**src/rtl/trap_sequencer_if.sv**
```systemverilog
// ============================================================================
// Module : trap_sequencer_if
// Brief  : Request/datapath-control bundle between control unit and trap sequencer
// Rev    : 1.0 - initial release
// ============================================================================
`default_nettype none

interface trap_sequencer_if;
    logic       illegal_op;
    logic       alu_ovf;
    logic       trap_busy;
    logic       trap_done;
    logic [1:0] trap_cause;
    logic       double_fault;
    logic [2:0] AluSrcA;
    logic [2:0] AluSrcB;
    logic [2:0] AluFct;
    logic       writeEPC;
    logic       PCWrite;
    logic       WriteRegBanco;
    logic [2:0] loadToMem32;
    logic [2:0] loadToPC;
    logic [2:0] regToBan;
    logic [2:0] MemToReg;

    modport master (
        output illegal_op, alu_ovf,
        input  trap_busy, trap_done, trap_cause, double_fault,
        input  AluSrcA, AluSrcB, AluFct, writeEPC, PCWrite, WriteRegBanco,
        input  loadToMem32, loadToPC, regToBan, MemToReg
    );

    modport slave (
        input  illegal_op, alu_ovf,
        output trap_busy, trap_done, trap_cause, double_fault,
        output AluSrcA, AluSrcB, AluFct, writeEPC, PCWrite, WriteRegBanco,
        output loadToMem32, loadToPC, regToBan, MemToReg
    );
endinterface

`default_nettype wire

```
**src/rtl/trap_sequencer.sv**
```systemverilog
// ============================================================================
// Module : trap_sequencer
// Brief  : Multi-cycle trap entry sequencer (EPC save, vector fetch, PC load).
//          Define TRAP_CAUSE_WRITE_EN to add a state that writes the cause to x30.
// Rev    : 1.0 - initial release
// ============================================================================
`default_nettype none

module trap_sequencer (
    input  logic             clock,
    input  logic             reset,
    trap_sequencer_if.slave  bus
);

    localparam logic [1:0] c_CAUSE_NONE = 2'b00;
    localparam logic [1:0] c_CAUSE_ILL  = 2'b01;
    localparam logic [1:0] c_CAUSE_OVF  = 2'b10;

    typedef enum logic [2:0] {
        S_IDLE        = 3'd0,
        S_SAVE_EPC    = 3'd1,
        S_FETCH_VEC   = 3'd2,
        S_WAIT_MEM    = 3'd3,
        S_LOAD_PC     = 3'd4,
        S_DONE        = 3'd5
`ifdef TRAP_CAUSE_WRITE_EN
        , S_WRITE_CAUSE = 3'd6
`endif
    } state_t;

    state_t     r_state;
    state_t     w_nextState;
    logic [1:0] r_cause;
    logic [1:0] w_nextCause;

    logic       r_illPrev;
    logic       r_ovfPrev;
    logic       r_doubleFault;
    logic       w_newReq;

    logic       w_busy, w_done, w_writeEPC, w_pcWrite;
    logic [2:0] w_aluSrcA, w_aluSrcB, w_aluFct, w_loadToMem32, w_loadToPC, w_vecSel;
    logic       r_busy, r_done, r_writeEPC, r_pcWrite;
    logic [2:0] r_aluSrcA, r_aluSrcB, r_aluFct, r_loadToMem32, r_loadToPC;

`ifdef TRAP_CAUSE_WRITE_EN
    logic       w_writeRegBanco, r_writeRegBanco;
    logic [2:0] w_regToBan, w_memToReg, r_regToBan, r_memToReg;
`endif

    always_ff @(posedge clock) begin
        if (reset) begin
            r_state <= S_IDLE;
            r_cause <= c_CAUSE_NONE;
        end else begin
            r_state <= w_nextState;
            r_cause <= w_nextCause;
        end
    end

    // Outputs are decoded from the next state so the registered copies line
    // up with the state they describe.
    always_comb begin
        w_nextState   = r_state;
        w_nextCause   = r_cause;
        w_busy        = 1'b0;
        w_done        = 1'b0;
        w_writeEPC    = 1'b0;
        w_pcWrite     = 1'b0;
        w_aluSrcA     = 3'b000;
        w_aluSrcB     = 3'b000;
        w_aluFct      = 3'b000;
        w_loadToMem32 = 3'b000;
        w_loadToPC    = 3'b000;
`ifdef TRAP_CAUSE_WRITE_EN
        w_writeRegBanco = 1'b0;
        w_regToBan      = 3'b000;
        w_memToReg      = 3'b000;
`endif

        case (r_state)
            S_IDLE: begin
                if (bus.illegal_op) begin
                    w_nextState = S_SAVE_EPC;
                    w_nextCause = c_CAUSE_ILL;
                end else if (bus.alu_ovf) begin
                    w_nextState = S_SAVE_EPC;
                    w_nextCause = c_CAUSE_OVF;
                end else begin
                    w_nextCause = c_CAUSE_NONE;
                end
            end
            S_SAVE_EPC:  w_nextState = S_FETCH_VEC;
            S_FETCH_VEC: w_nextState = S_WAIT_MEM;
            S_WAIT_MEM:  w_nextState = S_LOAD_PC;
`ifdef TRAP_CAUSE_WRITE_EN
            S_LOAD_PC:     w_nextState = S_WRITE_CAUSE;
            S_WRITE_CAUSE: w_nextState = S_DONE;
`else
            S_LOAD_PC:     w_nextState = S_DONE;
`endif
            S_DONE: begin
                w_nextState = S_IDLE;
                w_nextCause = c_CAUSE_NONE;
            end
            default: begin
                w_nextState = S_IDLE;
                w_nextCause = c_CAUSE_NONE;
            end
        endcase

        // Vector word 254 for illegal opcode, 255 for overflow
        w_vecSel = (w_nextCause == c_CAUSE_ILL) ? 3'd1 : 3'd2;
        w_busy   = (w_nextState != S_IDLE);

        case (w_nextState)
            S_SAVE_EPC: begin
                w_aluSrcA  = 3'd0;
                w_aluSrcB  = 3'd3;
                w_aluFct   = 3'b001;
                w_writeEPC = 1'b1;
            end
            S_FETCH_VEC: w_loadToMem32 = w_vecSel;
            S_WAIT_MEM:  w_loadToMem32 = w_vecSel;
            S_LOAD_PC: begin
                w_loadToMem32 = w_vecSel;
                w_loadToPC    = 3'd1;
                w_pcWrite     = 1'b1;
            end
`ifdef TRAP_CAUSE_WRITE_EN
            S_WRITE_CAUSE: begin
                w_regToBan      = 3'd1;
                w_writeRegBanco = 1'b1;
                w_memToReg      = (w_nextCause == c_CAUSE_ILL) ? 3'd3 : 3'd4;
            end
`endif
            S_DONE:  w_done = 1'b1;
            default: ;
        endcase
    end

    // A request counts as new only on its rising edge, so a level held from
    // the trap that is already running is not mistaken for a second fault.
    assign w_newReq = (bus.illegal_op & ~r_illPrev) | (bus.alu_ovf & ~r_ovfPrev);

    always_ff @(posedge clock) begin
        if (reset) begin
            r_busy        <= 1'b0;
            r_done        <= 1'b0;
            r_writeEPC    <= 1'b0;
            r_pcWrite     <= 1'b0;
            r_aluSrcA     <= 3'b000;
            r_aluSrcB     <= 3'b000;
            r_aluFct      <= 3'b000;
            r_loadToMem32 <= 3'b000;
            r_loadToPC    <= 3'b000;
            r_illPrev     <= 1'b0;
            r_ovfPrev     <= 1'b0;
            r_doubleFault <= 1'b0;
        end else begin
            r_busy        <= w_busy;
            r_done        <= w_done;
            r_writeEPC    <= w_writeEPC;
            r_pcWrite     <= w_pcWrite;
            r_aluSrcA     <= w_aluSrcA;
            r_aluSrcB     <= w_aluSrcB;
            r_aluFct      <= w_aluFct;
            r_loadToMem32 <= w_loadToMem32;
            r_loadToPC    <= w_loadToPC;
            r_illPrev     <= bus.illegal_op;
            r_ovfPrev     <= bus.alu_ovf;
            if (r_busy && w_newReq) begin
                r_doubleFault <= 1'b1;
            end
        end
    end

`ifdef TRAP_CAUSE_WRITE_EN
    always_ff @(posedge clock) begin
        if (reset) begin
            r_writeRegBanco <= 1'b0;
            r_regToBan      <= 3'b000;
            r_memToReg      <= 3'b000;
        end else begin
            r_writeRegBanco <= w_writeRegBanco;
            r_regToBan      <= w_regToBan;
            r_memToReg      <= w_memToReg;
        end
    end

    assign bus.WriteRegBanco = r_writeRegBanco;
    assign bus.regToBan      = r_regToBan;
    assign bus.MemToReg      = r_memToReg;
`else
    assign bus.WriteRegBanco = 1'b0;
    assign bus.regToBan      = 3'b000;
    assign bus.MemToReg      = 3'b000;
`endif

    assign bus.trap_busy    = r_busy;
    assign bus.trap_done    = r_done;
    assign bus.trap_cause   = r_cause;
    assign bus.double_fault = r_doubleFault;
    assign bus.AluSrcA      = r_aluSrcA;
    assign bus.AluSrcB      = r_aluSrcB;
    assign bus.AluFct       = r_aluFct;
    assign bus.writeEPC     = r_writeEPC;
    assign bus.PCWrite      = r_pcWrite;
    assign bus.loadToMem32  = r_loadToMem32;
    assign bus.loadToPC     = r_loadToPC;

endmodule

`default_nettype wire
```
**src/flat_wrapper.sv**
```systemverilog
// flat-port wrapper written by rule: the top's interface ports become plain ports
module trap_sequencer_flat 
  (clock, reset, bus_illegal_op, bus_alu_ovf, bus_trap_busy, bus_trap_done, bus_trap_cause, bus_double_fault, bus_AluSrcA, bus_AluSrcB, bus_AluFct, bus_writeEPC, bus_PCWrite, bus_WriteRegBanco, bus_loadToMem32, bus_loadToPC, bus_regToBan, bus_MemToReg);
  trap_sequencer_if bus_i ();
  input  logic clock;
  input  logic reset;
  input wire logic [$bits(bus_i.illegal_op)-1:0] bus_illegal_op;
  input wire logic [$bits(bus_i.alu_ovf)-1:0] bus_alu_ovf;
  output wire logic [$bits(bus_i.trap_busy)-1:0] bus_trap_busy;
  output wire logic [$bits(bus_i.trap_done)-1:0] bus_trap_done;
  output wire logic [$bits(bus_i.trap_cause)-1:0] bus_trap_cause;
  output wire logic [$bits(bus_i.double_fault)-1:0] bus_double_fault;
  output wire logic [$bits(bus_i.AluSrcA)-1:0] bus_AluSrcA;
  output wire logic [$bits(bus_i.AluSrcB)-1:0] bus_AluSrcB;
  output wire logic [$bits(bus_i.AluFct)-1:0] bus_AluFct;
  output wire logic [$bits(bus_i.writeEPC)-1:0] bus_writeEPC;
  output wire logic [$bits(bus_i.PCWrite)-1:0] bus_PCWrite;
  output wire logic [$bits(bus_i.WriteRegBanco)-1:0] bus_WriteRegBanco;
  output wire logic [$bits(bus_i.loadToMem32)-1:0] bus_loadToMem32;
  output wire logic [$bits(bus_i.loadToPC)-1:0] bus_loadToPC;
  output wire logic [$bits(bus_i.regToBan)-1:0] bus_regToBan;
  output wire logic [$bits(bus_i.MemToReg)-1:0] bus_MemToReg;
  assign bus_i.illegal_op = bus_illegal_op;
  assign bus_i.alu_ovf = bus_alu_ovf;
  assign bus_trap_busy = bus_i.trap_busy;
  assign bus_trap_done = bus_i.trap_done;
  assign bus_trap_cause = bus_i.trap_cause;
  assign bus_double_fault = bus_i.double_fault;
  assign bus_AluSrcA = bus_i.AluSrcA;
  assign bus_AluSrcB = bus_i.AluSrcB;
  assign bus_AluFct = bus_i.AluFct;
  assign bus_writeEPC = bus_i.writeEPC;
  assign bus_PCWrite = bus_i.PCWrite;
  assign bus_WriteRegBanco = bus_i.WriteRegBanco;
  assign bus_loadToMem32 = bus_i.loadToMem32;
  assign bus_loadToPC = bus_i.loadToPC;
  assign bus_regToBan = bus_i.regToBan;
  assign bus_MemToReg = bus_i.MemToReg;
  trap_sequencer u_core (.clock(clock), .reset(reset), .bus(bus_i));
endmodule
```
**config.mk**
```make
export PLATFORM = sky130hd
export DESIGN_NAME = trap_sequencer_flat
export DESIGN_NICKNAME = d
export VERILOG_FILES = /design/src/rtl/trap_sequencer_if.sv /design/src/rtl/trap_sequencer.sv /design/src/flat_wrapper.sv
export SDC_FILE = /design/constraint.sdc
export NUM_CORES = 1
export LEC_CHECK = 0
export ABC_CLOCK_PERIOD_IN_PS = 1500
export BUFFER_PORTS_ARGS = -buffer_cell sky130_fd_sc_hd__buf_2
export CAP_MARGIN = 20
export CORE_UTILIZATION = 39
export DETAILED_ROUTE_END_ITERATION = 10
export MAX_ROUTING_LAYER = met4
export PLACE_DENSITY = 0.73
export SETUP_SLACK_MARGIN = 0.2
export SYNTH_ARGS = -nofsm -noshare
export SYNTH_HDL_FRONTEND = slang
export SYNTH_SLANG_ARGS = --single-unit
```
**constraint.sdc**
```tcl
create_clock -name clock -period 1.5 [get_ports clock]
set_input_delay 0.375 -clock clock [delete_from_list [all_inputs] [get_ports clock]]
set_output_delay 0.375 -clock clock [all_outputs]
set_load 0.01 [all_outputs]
```
; After elaboration in Yosys (flattened, before gate mapping)
; Index checks and enable logic that the tools add are counted.
[totals]
inputBits = 4
regBits = 24
word_cells = 48
out_inout_bits = 29
[classes]
n_eq_ne = 10
mux = 13
n_reduce_logical = 6
bitwise = 6
[ops]
columns = cell, count
row1 = $pmux 3 s5, 1
row2 = $eq 3x2->1 const B, 4
row3 = $eq 3x3->1 const B, 3
row4 = $mux 2, 4
row5 = $eq 3x1->1 const B, 2
row6 = $mux 3, 2
row7 = $mux 1, 5
row8 = $pmux 2 s2, 1
row9 = $reduce_or 4->1, 1
row10 = $logic_not 3->1, 1
row11 = $not 1->1, 3
row12 = $reduce_bool 3->1, 1
row13 = $reduce_or 3->1, 1
row14 = $and 1x1->1, 2
row15 = $eq 2x1->1 const B, 1
row16 = $reduce_or 2->1, 1
row17 = $logic_and 1x1->1, 1
row18 = $or 1x1->1, 1

; Longest topological paths before layout
[depth]
depth_word = 7
mapped_depth = 4
ltp_nobuf = 3

; Least setup slack after synthesis
; OpenSTA, ideal clock, no wires.
[synth_timing]
kind = register -> register
startpoint = reg u_core.r_state[0]
endpoint = reg u_core.r_cause[1], in the netlist u_core.bus.trap_cause[1]
n_path_buf = 1
slack_ns = 0.142
setup_ns = 0.074
t_arrival_ns = 1.284
synth_period_minus_slack_ns = 1.358
required_ns = 1.426
stages_incl_launch_ff = 5
path_cell_list = dfxtp_1 > or2_1 > buf_6 > or4b_1 > a31oi_1
[synth_via]
elab_chain_cells = 3
word_cells_on_any_way = 7
cone_classes = eq/ne: 4 / mux: 1 / reduce/logical: 2
[synth_lines]
columns = element, line
row1 = "start, declared", trap_sequencer.sv:31  ; state_t r_state;
row2 = "start signal, assigned", trap_sequencer.sv:56  ; r_state <= w_nextState;
row3 = "$eq 3x1->1, or another cell as far along", trap_sequencer.sv:81  ; case (r_state)
row4 = $reduce_or 4->1 (no source line), -
row5 = $pmux 2 s2 *, trap_sequencer.sv:81
row6 = "end signal, assigned", trap_sequencer.sv:54  ; r_cause <= c_CAUSE_NONE;
row7 = "end signal, assigned", trap_sequencer.sv:57  ; r_cause <= w_nextCause;
row8 = "end, declared", trap_sequencer.sv:33  ; logic [1:0] r_cause;
; Mark *: on every way between the ends. The rest lies on a longest branch, timed or not.
; A chain may end at the register's enable or synchronous reset.

; Worst setup path in the final report
[layout_timing]
startpoint = reg u_core.r_state[1]
endpoint = reg u_core.r_cause[1], in the netlist u_core.bus.trap_cause[1]
; The elaborated chain is that of the path after synthesis.

==> impl_metrics.yaml <==
global_route:
  grt_antenna_before_repair: 0
  grt_max_degree: 16
  grt_first_pass_wirelength_um: 1580
  total_track_usage_pct: 11.5
  first_global_vias: 362
  grt_overflow: 0
min_path:
  holdCritPathClass: "in -> reg"
  hold_depth: 2
clock_tree:
  root_cell_of_the_clock_tree: "sky130_fd_sc_hd__clkbuf_4"
  path_clk_slew_ps: 80
  cts.hold.buffers_added: 0
  clock_tree_from_tritoncts: "built"
  ctsHtreeMaxLevel: 1
  cts_num_sinks: 14
  cts_buffers: 3
  cts-root-to-sink-buffers: 2
  clock_latency_ps: 270
setup_path:
  worst_r2r_path_depth: 3
  worst_setup_path_start_kind: "flip-flop"
  crit_fanout: 7
  crit_path_end_kind: "flip-flop"
  required_ps: 1710
  cp.arrival_ps: 1450
  criticalPathCategory: "reg -> reg"
drt:
  detail_route.wl_per_cell_um: 9.53
  wl_met2_um: 484
  dr_wl_met3_um: 50
  ant_nets: 0
  detail_route.wirelength_um: 963
  topRoutingLayerUsed: "met3"
  met1_length_um: 428
  vias_per_cell: 4.44
  drcViolationCount: 0
  num_vias: 448
  detailedRoute.firstIterationViolations: 2
  first_pass_iters: 4
floorplan:
  design.die.area_um2: 1860
  chipWidth_um: 43.2
  start_util_pct: 42.9
  rows: 14
  die-height_um: 43.2
  number_of_primary_i_o_pins: 33
  core_region_area_um2: 1540
final_layout:
  layout.filler_cells: 154
  layout-drive-gt1-share_pct: 27.1
  num_antenna_cells: 0
  syn_to_final_growth_pct: 3.22
  final_net_count: 91
  register_area_um2: 284
  mostFrequentLayoutCells: "16 x sky130_fd_sc_hd__conb_1, 16 x sky130_fd_sc_hd__buf_2, 11 x sky130_fd_sc_hd__dfxtp_1"
  multiInputGateArea_um2: 260
  postLayoutCoreUtil_pct: 44.2
synth:
  synth_seq_cells: 14
  postSynthAreaPerCell_um2: 9.05
  netlist_area_um2: 661
  yosys_warnings: 0
  synth.yosys.seq_area_share_pct: 42.4
  number_of_library_cell_types_mapped_by_synthesis: 25
  postSynthCellCount: 73
timing:
  drv_slew: 0
  max_freq_mhz: 805
  final-setup-viol-count: 0
  post-route-period-util_pct: 82.9
  clock-skew-final_ps: 1.36
  grt_setup_unrepaired: "yes"
  period_needed_ps: 1240
  hold_viol: 0
  totalNegativeSetupSlack_ps: 0
placement:
  post-dp-hpwl_um: 691
  portBuffers: 16
  finalWeightedCongestion: 0.744
power:
  power_per_cell_area_nw_per_um2: 1150
  peakVddDrop_v: 0.000435
  power.leakage_uw: 0.000322
outcome:
  status: "finished clean"
run:
  cap_viol_max_count: 0
-- where the power goes --
part	switching [µW]	total [µW]	internal (µW)
Combinational	85.0	143	58.2
Clock	115	208	92.8
Sequential	26.6	431	404
-- synth_stat cells --
master / instances / area share [%]
sky130_fd_sc_hd__a21oi_1: 3 / 2.3
sky130_fd_sc_hd__or2_1: 1 / 0.95
sky130_fd_sc_hd__or4b_1: 1 / 1.5
sky130_fd_sc_hd__nor4_1: 2 / 1.9
sky130_fd_sc_hd__nor2_1: 3 / 1.7
sky130_fd_sc_hd__nor3_1: 1 / 0.76
sky130_fd_sc_hd__a211oi_1: 1 / 1.1
sky130_fd_sc_hd__or3_1: 1 / 0.95
sky130_fd_sc_hd__o21ai_0: 1 / 0.76
sky130_fd_sc_hd__dfxtp_1: 14 / 42
sky130_fd_sc_hd__xnor2_1: 1 / 1.3
sky130_fd_sc_hd__buf_4: 20 / 23
sky130_fd_sc_hd__and3_1: 1 / 0.95
sky130_fd_sc_hd__nor2b_1: 4 / 3.8
sky130_fd_sc_hd__buf_6: 1 / 1.7
sky130_fd_sc_hd__conb_1: 1 / 0.57
sky130_fd_sc_hd__nand3_1: 2 / 1.5
sky130_fd_sc_hd__a2111oi_0: 1 / 1.3
sky130_fd_sc_hd__nor3b_1: 2 / 2.3
sky130_fd_sc_hd__nand2_1: 2 / 1.1
sky130_fd_sc_hd__inv_1: 2 / 1.1
sky130_fd_sc_hd__o21ai_1: 1 / 0.76
sky130_fd_sc_hd__nand3b_1: 3 / 3.4
sky130_fd_sc_hd__a31oi_1: 2 / 1.9
sky130_fd_sc_hd__clkbuf_1: 2 / 1.1
-- area by class of cell --
type / count / area share (%)
Clock buffer: 3 / 3.30
Inverter: 2 / 1.10
Multi-Input combinational cell: 49 / 38.2
Sequential cell: 14 / 41.7
Tap cell: 16 / 2.94
Timing Repair Buffer: 17 / 12.8
-- metal layers --
metal  GRT usage [%]  vias to the layer above
li1                -                      233
met1            14.2                      194
met2            17.6                       21
met3            2.55                        0
met4            5.45                        0
met5               -                        -
-- state kept, by name, indices dropped and copies added (netlist names) --
name                     cells
u_core.r_state               3
u_core.bus.PCWrite           1
u_core.bus.AluSrcB           1
u_core.bus.loadToMem32       2
u_core.r_illPrev             1
u_core.bus.trap_done         1
u_core.bus.trap_cause        2
u_core.bus.double_fault      1
u_core.bus.trap_busy         1
u_core.r_ovfPrev             1
-- metrics by stage --
stage	power, µW	worst slack (ps)	hold WS (ps)	cell area (µm²)	instances
global route	826	194	389	682	101
CTS	784	257	382	679	101
detailed placement	582	277	439	657	98
floorplan	583	180	470	718	88
finish	782	257	387	682	101
global placement	578	285	433	657	98
-- logic make-up after synthesis --
kind of cell	after synthesis	synth area share, %
simple gates	23	20.8
compound gates	9	8.14
xor+xnor	1	1.33
other cells	1	0.568
flops	14	42.4
buf+inv	25	26.7
-- critical path: stages, from the launching register on --
cell                      delay [ps]
sky130_fd_sc_hd__dfxtp_2         360
sky130_fd_sc_hd__or2_1           240
sky130_fd_sc_hd__or4b_1          460
sky130_fd_sc_hd__a31oi_1         130
-- what timing repair did --
item	CTS	global route
setup buffers	0	0
endpoints found under the setup margin	0	2
resized for setup	0	2
endpoints found under the hold margin	0	0
-- final timing paths --
path	start	endpoint	slack, ps
worst min-delay path	bus_alu_ovf	u_core.r_ovfPrev	390
worst max-delay path	u_core.r_state[1]	u_core.bus.trap_cause[1]	260
worst max register to register	u_core.r_state[1]	u_core.bus.trap_cause[1]	260
worst min register to register	u_core.bus.double_fault	u_core.bus.double_fault	450
Note: power is estimated with default switching activity, not from simulation.
